<file path="src/rtl/axi4_rw_grant_arbiter_pkg.sv">
`default_nettype none
// ============================================================================
// Module   : axi4_arb_pkg
// Purpose  : Shared select encodings and channel state type for the
//            two-master AXI4 read/write grant arbiter.
// Contents : SEL_R_* read-select codes, SEL_W_* write-select codes,
//            chan_state_t channel FSM states, beat-counter sizing.
// Revision : 1.0 - initial release
// ============================================================================
package axi4_arb_pkg;

    // Read select has no idle code: it always points at one master.
    localparam logic       SEL_R_M1   = 1'b1;
    localparam logic       SEL_R_M2   = 1'b0;

    // Write select parks on NONE whenever no write burst is in flight.
    localparam logic [2:0] SEL_W_NONE = 3'b000;
    localparam logic [2:0] SEL_W_M2   = 3'b010;
    localparam logic [2:0] SEL_W_M1   = 3'b011;

    typedef enum logic [1:0] {
        IDLE = 2'd0,
        ADDR = 2'd1,
        DATA = 2'd2
    } chan_state_t;

    // A 4-bit LEN allows at most 16 beats; one extra code value is enough
    // to remember that a burst ran past 16 beats.
    localparam int         BEAT_W   = 5;
    localparam logic [4:0] BEAT_MAX = 5'd16;

endpackage
`default_nettype wire

</file>
<file path="src/rtl/axi4_rw_grant_arbiter_if.sv">
`default_nettype none
// ============================================================================
// Module   : axi4_rw_grant_arbiter_if
// Purpose  : Bundles the request, slave-handshake and select/status signals
//            of the AXI4 read/write grant arbiter.
// Modports : slave  - the arbiter (consumes requests/handshakes, drives
//                     selects and status pulses)
//            master - the surrounding interconnect / environment
// Revision : 1.0 - initial release
// ============================================================================
interface axi4_rw_grant_arbiter_if;

    // Master requests
    logic       M1_ARVALID;
    logic [3:0] M1_ARLEN;
    logic       M2_ARVALID;
    logic [3:0] M2_ARLEN;
    logic       M1_AWVALID;
    logic [3:0] M1_AWLEN;
    logic       M2_AWVALID;
    logic [3:0] M2_AWLEN;

    // Slave-side handshakes (after the interconnect mux)
    logic       S_ARVALID;
    logic       S_ARREADY;
    logic       S_RVALID;
    logic       S_RLAST;
    logic       S_AWREADY;
    logic       S_WREADY;
    logic       S_WLAST;

    // Selects and status
    logic       state_r;
    logic [2:0] state_w;
    logic       rd_busy;
    logic       wr_busy;
    logic       rd_len_err;
    logic       wr_len_err;
    logic       rd_timeout;
    logic       wr_timeout;

    modport slave (
        input  M1_ARVALID, M1_ARLEN, M2_ARVALID, M2_ARLEN,
        input  M1_AWVALID, M1_AWLEN, M2_AWVALID, M2_AWLEN,
        input  S_ARVALID, S_ARREADY, S_RVALID, S_RLAST,
        input  S_AWREADY, S_WREADY, S_WLAST,
        output state_r, state_w, rd_busy, wr_busy,
        output rd_len_err, wr_len_err, rd_timeout, wr_timeout
    );

    modport master (
        output M1_ARVALID, M1_ARLEN, M2_ARVALID, M2_ARLEN,
        output M1_AWVALID, M1_AWLEN, M2_AWVALID, M2_AWLEN,
        output S_ARVALID, S_ARREADY, S_RVALID, S_RLAST,
        output S_AWREADY, S_WREADY, S_WLAST,
        input  state_r, state_w, rd_busy, wr_busy,
        input  rd_len_err, wr_len_err, rd_timeout, wr_timeout
    );

endinterface
`default_nettype wire

</file>
<file path="src/rtl/axi4_rr_chan_arb.sv">
`default_nettype none
// ============================================================================
// Module   : axi4_rr_chan_arb
// Purpose  : One arbitration channel (read or write): round-robin grant
//            between two masters, burst hold from address handshake to last
//            beat, burst-length checking and a stall timeout.
// Ports    : clk, rst            clock, synchronous active-high reset
//            i_req_m1/m2         address-valid requests
//            i_len_m1/m2         burst lengths (beats-1)
//            i_addr_hs           address handshake on the slave side
//            i_beat, i_last      data beat accepted / last beat
//            o_grant_m1          registered grant (1 = M1, 0 = M2)
//            o_busy              burst in progress (ADDR or DATA)
//            o_len_err           1-cycle pulse: beat count mismatch at LAST
//            o_timeout           1-cycle pulse: grant forcibly released
// Revision : 1.0 - initial release
// ============================================================================
module axi4_rr_chan_arb
    import axi4_arb_pkg::*;
#(
    parameter int TIMEOUT_CYC = 1024,
    parameter int CNT_W       = 11,
    parameter bit LEAK_EN     = 1'b0
) (
    input  wire logic       clk,
    input  wire logic       rst,
    input  wire logic       i_req_m1,
    input  wire logic       i_req_m2,
    input  wire logic [3:0] i_len_m1,
    input  wire logic [3:0] i_len_m2,
    input  wire logic       i_addr_hs,
    input  wire logic       i_beat,
    input  wire logic       i_last,
    output logic            o_grant_m1,
    output logic            o_busy,
    output logic            o_len_err,
    output logic            o_timeout
);

    localparam int c_TO_LAST = (TIMEOUT_CYC > 0) ? TIMEOUT_CYC - 1 : 0;

    chan_state_t       r_state;
    logic              r_grant_m1;
    logic              r_last_m1;
    logic [3:0]        r_len;
    logic [BEAT_W-1:0] r_beat_cnt;
    logic [CNT_W-1:0]  r_to_cnt;
    logic              r_len_err;
    logic              r_timeout;

    logic              w_win_m1;
    logic              w_progress;
    logic              w_to_hit;
    logic [BEAT_W-1:0] w_beat_inc;
    logic              w_len_mismatch;

    // On a tie the master that was not served last wins.
    assign w_win_m1   = i_req_m1 & (~i_req_m2 | ~r_last_m1);
    assign w_progress = i_addr_hs | i_beat;
    assign w_to_hit   = (TIMEOUT_CYC != 0) && !w_progress &&
                        (r_to_cnt == CNT_W'(c_TO_LAST));
    assign w_beat_inc = (r_beat_cnt == BEAT_MAX) ? BEAT_MAX
                                                 : r_beat_cnt + 5'd1;
    // r_beat_cnt holds the beats before the LAST beat, so the burst is
    // correct exactly when it equals LEN. A saturated count (16) can never
    // equal a 4-bit LEN, which makes overflow always an error.
    assign w_len_mismatch = (r_beat_cnt != {1'b0, r_len});

    always_ff @(posedge clk) begin
        if (rst) begin
            r_state    <= IDLE;
            r_grant_m1 <= SEL_R_M2;
            r_last_m1  <= 1'b0;
            r_len      <= 4'd0;
            r_beat_cnt <= '0;
            r_to_cnt   <= '0;
            r_len_err  <= 1'b0;
            r_timeout  <= 1'b0;
        end else begin
            r_len_err <= 1'b0;
            r_timeout <= 1'b0;

            case (r_state)
                IDLE: begin
                    // The held grant already routes that master's address
                    // valid to the slave; a handshake here means that
                    // master owns the burst, ahead of any arbitration.
                    if (LEAK_EN && i_addr_hs) begin
                        r_state    <= DATA;
                        r_len      <= r_grant_m1 ? i_len_m1 : i_len_m2;
                        r_beat_cnt <= '0;
                    end else if (i_req_m1 | i_req_m2) begin
                        r_state    <= ADDR;
                        r_grant_m1 <= w_win_m1;
                        r_len      <= w_win_m1 ? i_len_m1 : i_len_m2;
                    end
                end
                ADDR: begin
                    if (i_addr_hs) begin
                        r_state    <= DATA;
                        r_beat_cnt <= '0;
                    end else if (w_to_hit) begin
                        r_state   <= IDLE;
                        r_last_m1 <= r_grant_m1;
                        r_timeout <= 1'b1;
                    end
                end
                DATA: begin
                    if (i_beat) begin
                        r_beat_cnt <= w_beat_inc;
                        if (i_last) begin
                            r_len_err <= w_len_mismatch;
                            r_last_m1 <= r_grant_m1;
                            r_state   <= IDLE;
                        end
                    end else if (w_to_hit) begin
                        r_state   <= IDLE;
                        r_last_m1 <= r_grant_m1;
                        r_timeout <= 1'b1;
                    end
                end
                default: r_state <= IDLE;
            endcase

            // Stall counter: only runs while a burst waits for progress.
            if ((r_state == IDLE) || w_progress || w_to_hit) begin
                r_to_cnt <= '0;
            end else if (TIMEOUT_CYC != 0) begin
                r_to_cnt <= r_to_cnt + CNT_W'(1);
            end
        end
    end

    assign o_grant_m1 = r_grant_m1;
    assign o_busy     = (r_state != IDLE);
    assign o_len_err  = r_len_err;
    assign o_timeout  = r_timeout;

endmodule
`default_nettype wire

</file>
<file path="src/rtl/axi4_rw_grant_arbiter.sv">
`default_nettype none
// ============================================================================
// Module   : axi4_rw_grant_arbiter
// Purpose  : Control stage for the two-master/one-slave AXI4 interconnect
//            mux. Arbitrates read and write channels independently and
//            produces the mux selects state_r / state_w, plus busy,
//            length-error and timeout status.
// Ports    : clk   single clock, posedge
//            rst   synchronous active-high reset
//            bus   axi4_rw_grant_arbiter_if.slave: master requests, slave
//                  handshakes, selects state_r/state_w, rd/wr busy,
//                  rd/wr_len_err and rd/wr_timeout pulses
// Revision : 1.0 - initial release
// ============================================================================
module axi4_rw_grant_arbiter
    import axi4_arb_pkg::*;
#(
    parameter int TIMEOUT_CYC = 1024,
    parameter int CNT_W       = 11
) (
    input  wire logic               clk,
    input  wire logic               rst,
    axi4_rw_grant_arbiter_if.slave  bus
);

    logic w_ar_hs;
    logic w_aw_hs;
    logic w_rd_grant_m1;
    logic w_wr_grant_m1;
    logic w_wr_busy;

    assign w_ar_hs = bus.S_ARVALID & bus.S_ARREADY;
    // No muxed AWVALID comes back from the interconnect, so the write
    // address handshake is rebuilt from the granted master's AWVALID.
    assign w_aw_hs = (w_wr_grant_m1 ? bus.M1_AWVALID : bus.M2_AWVALID) &
                     bus.S_AWREADY;

    axi4_rr_chan_arb #(
        .TIMEOUT_CYC (TIMEOUT_CYC),
        .CNT_W       (CNT_W),
        .LEAK_EN     (1'b1)
    ) u_rd_arb (
        .clk        (clk),
        .rst        (rst),
        .i_req_m1   (bus.M1_ARVALID),
        .i_req_m2   (bus.M2_ARVALID),
        .i_len_m1   (bus.M1_ARLEN),
        .i_len_m2   (bus.M2_ARLEN),
        .i_addr_hs  (w_ar_hs),
        .i_beat     (bus.S_RVALID),
        .i_last     (bus.S_RLAST),
        .o_grant_m1 (w_rd_grant_m1),
        .o_busy     (bus.rd_busy),
        .o_len_err  (bus.rd_len_err),
        .o_timeout  (bus.rd_timeout)
    );

    // Write select parks on NONE while idle, so no leak path exists.
    axi4_rr_chan_arb #(
        .TIMEOUT_CYC (TIMEOUT_CYC),
        .CNT_W       (CNT_W),
        .LEAK_EN     (1'b0)
    ) u_wr_arb (
        .clk        (clk),
        .rst        (rst),
        .i_req_m1   (bus.M1_AWVALID),
        .i_req_m2   (bus.M2_AWVALID),
        .i_len_m1   (bus.M1_AWLEN),
        .i_len_m2   (bus.M2_AWLEN),
        .i_addr_hs  (w_aw_hs),
        .i_beat     (bus.S_WREADY),
        .i_last     (bus.S_WLAST),
        .o_grant_m1 (w_wr_grant_m1),
        .o_busy     (w_wr_busy),
        .o_len_err  (bus.wr_len_err),
        .o_timeout  (bus.wr_timeout)
    );

    assign bus.wr_busy = w_wr_busy;
    assign bus.state_r = w_rd_grant_m1 ? SEL_R_M1 : SEL_R_M2;
    assign bus.state_w = !w_wr_busy    ? SEL_W_NONE :
                         w_wr_grant_m1 ? SEL_W_M1   : SEL_W_M2;

endmodule
`default_nettype wire

</file>
<file path="src/flat_wrapper.sv">
// flat-port wrapper written by rule: the top's interface ports become plain ports
module axi4_rw_grant_arbiter_flat import axi4_arb_pkg::*;
#(
    parameter int TIMEOUT_CYC = 1024,
    parameter int CNT_W       = 11
)
  (clk, rst, bus_M1_ARVALID, bus_M1_ARLEN, bus_M2_ARVALID, bus_M2_ARLEN, bus_M1_AWVALID, bus_M1_AWLEN, bus_M2_AWVALID, bus_M2_AWLEN, bus_S_ARVALID, bus_S_ARREADY, bus_S_RVALID, bus_S_RLAST, bus_S_AWREADY, bus_S_WREADY, bus_S_WLAST, bus_state_r, bus_state_w, bus_rd_busy, bus_wr_busy, bus_rd_len_err, bus_wr_len_err, bus_rd_timeout, bus_wr_timeout);
  axi4_rw_grant_arbiter_if bus_i ();
  input  wire logic clk;
  input  wire logic rst;
  input wire logic [$bits(bus_i.M1_ARVALID)-1:0] bus_M1_ARVALID;
  input wire logic [$bits(bus_i.M1_ARLEN)-1:0] bus_M1_ARLEN;
  input wire logic [$bits(bus_i.M2_ARVALID)-1:0] bus_M2_ARVALID;
  input wire logic [$bits(bus_i.M2_ARLEN)-1:0] bus_M2_ARLEN;
  input wire logic [$bits(bus_i.M1_AWVALID)-1:0] bus_M1_AWVALID;
  input wire logic [$bits(bus_i.M1_AWLEN)-1:0] bus_M1_AWLEN;
  input wire logic [$bits(bus_i.M2_AWVALID)-1:0] bus_M2_AWVALID;
  input wire logic [$bits(bus_i.M2_AWLEN)-1:0] bus_M2_AWLEN;
  input wire logic [$bits(bus_i.S_ARVALID)-1:0] bus_S_ARVALID;
  input wire logic [$bits(bus_i.S_ARREADY)-1:0] bus_S_ARREADY;
  input wire logic [$bits(bus_i.S_RVALID)-1:0] bus_S_RVALID;
  input wire logic [$bits(bus_i.S_RLAST)-1:0] bus_S_RLAST;
  input wire logic [$bits(bus_i.S_AWREADY)-1:0] bus_S_AWREADY;
  input wire logic [$bits(bus_i.S_WREADY)-1:0] bus_S_WREADY;
  input wire logic [$bits(bus_i.S_WLAST)-1:0] bus_S_WLAST;
  output wire logic [$bits(bus_i.state_r)-1:0] bus_state_r;
  output wire logic [$bits(bus_i.state_w)-1:0] bus_state_w;
  output wire logic [$bits(bus_i.rd_busy)-1:0] bus_rd_busy;
  output wire logic [$bits(bus_i.wr_busy)-1:0] bus_wr_busy;
  output wire logic [$bits(bus_i.rd_len_err)-1:0] bus_rd_len_err;
  output wire logic [$bits(bus_i.wr_len_err)-1:0] bus_wr_len_err;
  output wire logic [$bits(bus_i.rd_timeout)-1:0] bus_rd_timeout;
  output wire logic [$bits(bus_i.wr_timeout)-1:0] bus_wr_timeout;
  assign bus_i.M1_ARVALID = bus_M1_ARVALID;
  assign bus_i.M1_ARLEN = bus_M1_ARLEN;
  assign bus_i.M2_ARVALID = bus_M2_ARVALID;
  assign bus_i.M2_ARLEN = bus_M2_ARLEN;
  assign bus_i.M1_AWVALID = bus_M1_AWVALID;
  assign bus_i.M1_AWLEN = bus_M1_AWLEN;
  assign bus_i.M2_AWVALID = bus_M2_AWVALID;
  assign bus_i.M2_AWLEN = bus_M2_AWLEN;
  assign bus_i.S_ARVALID = bus_S_ARVALID;
  assign bus_i.S_ARREADY = bus_S_ARREADY;
  assign bus_i.S_RVALID = bus_S_RVALID;
  assign bus_i.S_RLAST = bus_S_RLAST;
  assign bus_i.S_AWREADY = bus_S_AWREADY;
  assign bus_i.S_WREADY = bus_S_WREADY;
  assign bus_i.S_WLAST = bus_S_WLAST;
  assign bus_state_r = bus_i.state_r;
  assign bus_state_w = bus_i.state_w;
  assign bus_rd_busy = bus_i.rd_busy;
  assign bus_wr_busy = bus_i.wr_busy;
  assign bus_rd_len_err = bus_i.rd_len_err;
  assign bus_wr_len_err = bus_i.wr_len_err;
  assign bus_rd_timeout = bus_i.rd_timeout;
  assign bus_wr_timeout = bus_i.wr_timeout;
  axi4_rw_grant_arbiter #(.TIMEOUT_CYC(TIMEOUT_CYC), .CNT_W(CNT_W)) u_core (.clk(clk), .rst(rst), .bus(bus_i));
endmodule
</file>
<file path="config.mk">
export PLATFORM = sky130hd
export DESIGN_NAME = axi4_rw_grant_arbiter_flat
export DESIGN_NICKNAME = d
export VERILOG_FILES = /design/src/rtl/axi4_rw_grant_arbiter_pkg.sv /design/src/rtl/axi4_rw_grant_arbiter_if.sv /design/src/rtl/axi4_rr_chan_arb.sv /design/src/rtl/axi4_rw_grant_arbiter.sv /design/src/flat_wrapper.sv
export SDC_FILE = /design/constraint.sdc
export NUM_CORES = 1
export LEC_CHECK = 0
export BUFFER_PORTS_ARGS = -buffer_cell sky130_fd_sc_hd__buf_4
export CAP_MARGIN = 0
export CORE_ASPECT_RATIO = 0.7
export CORE_UTILIZATION = 51
export DETAILED_ROUTE_END_ITERATION = 16
export PLACE_DENSITY = 0.74
export REMOVE_ABC_BUFFERS = 1
export SETUP_SLACK_MARGIN = 0.05
export SLEW_MARGIN = 20
export SYNTH_ARGS = -nofsm -noshare
export SYNTH_HDL_FRONTEND = slang
export SYNTH_SLANG_ARGS = --single-unit
</file>
<file path="constraint.sdc">
create_clock -name clk -period 2 [get_ports clk]
set_input_delay 0.6 -clock clk [delete_from_list [all_inputs] [get_ports clk]]
set_output_delay 0.6 -clock clk [all_outputs]
set_load 0.005 [all_outputs]
</file>
==> impl_metrics.csv <==
group,metric,value,unit
job,cap_violations,0,
floorplan,num_rows,22,
drt,routed_wl,5672,microns
global_route,track_usage,0.2039,
yosys,synth.top_cell.area_share,0.3741,
global_route,grt-ovfl-total,0,
yosys,yosys_warnings,0,
clock_network,h-tree-depth,2,
setup_path,start_kind,"flop",
drt,drc_errors,0,
pwr,p_per_area,662.6,nW/um^2
yosys,synth-seq-area-share,0.3741,
setup_path,r2r_setup_slack,130,ps
yosys,yosysUniqueCellTypes,56,
sta,tightest_slew,691.9,ps
sta,skew,4.745,ps
yosys,syn_area,2783,sq um
layout,drive_gt1_frac,0.2005,
setup_path,timing.rr.end,"u_core.u_rd_arb.r_beat_cnt[4]",
placement,gp_congestion,0.9111,
sta,max_freq,531.3,MHz
clock_network,cts_tree,"built",
yosys,synth_seq_cells,52,
placement,numPortBuffers,37,
floorplan,die-area,5760,sq um
yosys,synth_flop_cell,"dfxtp_1",
clock_network,cts-root-buf,"clkbuf_8",
setup_path,cp.arrival,1280,ps
drt,vias_per_cell,5.392,
pwr,ir_drop,0.3923,mV
sta,fin_ws,117.8,ps
yosys,syn_inst,316,
global_route,grt_pass1_vias,2075,
floorplan,fp.dieH,63.80,microns
sta,maxSlewViolCount,0,
sta,timing.hold.ws,439.0,ps
sta,tns,0,ps
setup_path,worstPathMaxFanout,6,
clock_network,numClockSinks,52,
clock_network,cts_hold_buf,0,
worst_hold_path,whs_path_depth,1,
clock_network,cts_buffers,5,
drt,firstDrtPassIters,4,
floorplan,die_w,90.29,microns
setup_path,cp.required,1400,ps
setup_path,worstReg2RegStart,"u_core.u_rd_arb.r_state[1]",
worst_hold_path,holdCritStartpoint,"u_core.u_wr_arb.r_to_cnt[0]",
layout,final_net_count,406,
yosys,async_flop_share,0,
layout,antenna_cells,0,
global_route,grt_max_degree,22,
drt,wl_per_cell,13.01,microns
drt,ant_nets,0,
global_route,antenna_found_initial,0,
pwr,leakage,1.332,nW
yosys,synth_top_area_cell,"dfxtp_1",
floorplan,core-area,5258,sq um
yosys,synth_common_cells,"dfxtp_1 (52), nor2_1 (40), inv_1 (16)",
worst_hold_path,hp-class,"flop to flop",
placement,place_ws,54.87,ps
yosys,synth.most_common_cell,"dfxtp_1",
drt,num_vias,2351,
setup_path,path_class,"flop to output port",
worst_hold_path,hold_end,"u_core.u_wr_arb.r_to_cnt[0]",
layout,syn2layout_area_growth,18.35,%
setup_path,end_kind,"output port",
placement,hpwl,4320,microns
run_status,run_status,"finished, final reports clean",
yosys,synth-edff-count,0,
clock_network,clk_pin_slew_worst_paths,90,ps
sta,setup_viol,0,
sta,period_needed,1882,ps
clock_network,clk_path_buf_depth,2,
floorplan,io_pins,39,
yosys,synth.avg_cell_area,8.806,sq um
sta,max-slew-margin-rel,0.5360,
sta,final-hold-violation-count,0,
global_route,grt_pass1_wl,9591,microns
floorplan,start_util,0.5293,
setup_path,reg2reg_depth,6,
yosys,synthTopCellsByArea,"dfxtp_1 (37%), ha_1 (6.3%), nor2_1 (5.4%)",
drt,drtIter0Drc,127,
sta,min_period_over_period,0.9411,
clock_network,clk_latency,290,ps
sta,rsz0062_at_grt,"true",
## registers in the layout (all words and copies together), names as in the netlist
| signal | cells |
|---|---|
| u_core.u_wr_arb.r_last_m1 | 1 |
| u_core.u_rd_arb.r_to_cnt | 11 |
| u_core.u_wr_arb.r_to_cnt | 11 |
| u_core.u_rd_arb.o_len_err | 1 |
| u_core.u_rd_arb.r_beat_cnt | 5 |
| u_core.u_rd_arb.o_grant_m1 | 1 |
| u_core.u_rd_arb.o_timeout | 1 |
| u_core.u_rd_arb.r_last_m1 | 1 |
| u_core.u_wr_arb.r_state | 2 |
| u_core.u_wr_arb.o_len_err | 1 |
| u_core.u_wr_arb.o_grant_m1 | 1 |
| u_core.u_wr_arb.r_len | 4 |
| u_core.u_wr_arb.r_beat_cnt | 5 |
| u_core.u_rd_arb.r_state | 2 |
| u_core.u_rd_arb.r_len | 4 |
| u_core.u_wr_arb.o_timeout | 1 |
## critical path, cell delays in order, from the launching register on
cell and delay, ps:
dfxtp_4 370, inv_1 60, ha_1 210, buf_4 160
inv_1 70, buf_4 110
## layout by cell type (no fill, tap or decap), drive strengths merged, types with 3 or more instances in the layout
cell type	count
a211o	3
a211oi	10
a21o	3
a21oi	14
and2	9
and3	4
and4	3
buf	49
clkbuf	6
dfxtp	52
ha	14
inv	17
mux2i	11
nand2	15
nand2b	5
nand3	13
nand4	11
nor2	40
nor2b	3
nor3	4
nor3b	4
nor4b	3
nor4bb	3
o211ai	3
o21ai	7
or2	3
xnor2	9
xor2	15
## cells by family after synthesis
group                    after synthesis  synth area share
AO/OA/AOI/OAI                         57            0.1439
XOR/XNOR                              24           0.07554
adder cells (fa/ha/maj)               14           0.06295
buffers and inverters                 25           0.04182
flip-flops                            52            0.3741
multiplexers                          12           0.04362
other                                  1          0.001348
AND/OR/NAND/NOR                      131            0.2567
## metrics by stage
step	power (mW)	std cells	utilization	instance area, sq um
3_5_place_dp	1.570	427	0.6042	3177
5_1_grt	2.304	436	0.6264	3293
2_1_floorplan	1.389	307	-	2726
4_1_cts	2.199	435	0.6230	3276
3_3_place_gp	1.562	427	0.6042	3177
6_report	2.182	436	0.6264	3293
## routing by layer
layer	vias up	track usage	part of all wire
li1	1220	-	-
met1	1066	0.3032	0.51
met2	61	0.3025	0.43
met3	4	0.03929	0.053
met4	0	0.04839	0.0085
met5	-	0	0
## area by class of cell
cell class                      count  area (sq um)
Timing Repair Buffer               49         367.9
Fill cell                         477          1964
Tap cell                           72         90.09
Inverter                           16         60.06
Clock inverter                      2         13.76
Sequential cell                    52          1046
Clock buffer                        6         82.58
Multi-Input combinational cell    239          1633
## how the worst max path moves through the flow
stage,startpoint,end,slack [ps],depth (start not counted)
global placement,bus_M1_AWVALID,u_core.u_wr_arb.r_last_m1,100,5
detailed placement,u_core.u_rd_arb.r_state[0],u_core.u_rd_arb.r_beat_cnt[4],50,6
CTS,u_core.u_rd_arb.r_state[0],bus_rd_busy,80,5
global route,u_core.u_rd_arb.r_state[0],bus_rd_busy,40,5
floorplan,u_core.u_rd_arb.r_state[0],u_core.u_rd_arb.r_beat_cnt[4],70,6
finish,u_core.u_rd_arb.r_state[0],bus_rd_busy,120,5
## power by group
| part | internal [mW] | leakage, nW | switching [mW] |
|---|---|---|---|
| registers | 1.08 | 0.423 | 0.0312 |
| logic | 0.225 | 0.858 | 0.227 |
| clock network | 0.284 | 0.0516 | 0.339 |
| total | 1.59 | 1.33 | 0.597 |
## repair_timing
| action | CTS | global route |
|---|---|---|
| gates resized for setup | 3 | 4 |
| buffers inserted | 0 | 1 |
| setup endpoints to repair | 4 | 6 |
(Power assumes the default switching activity.)
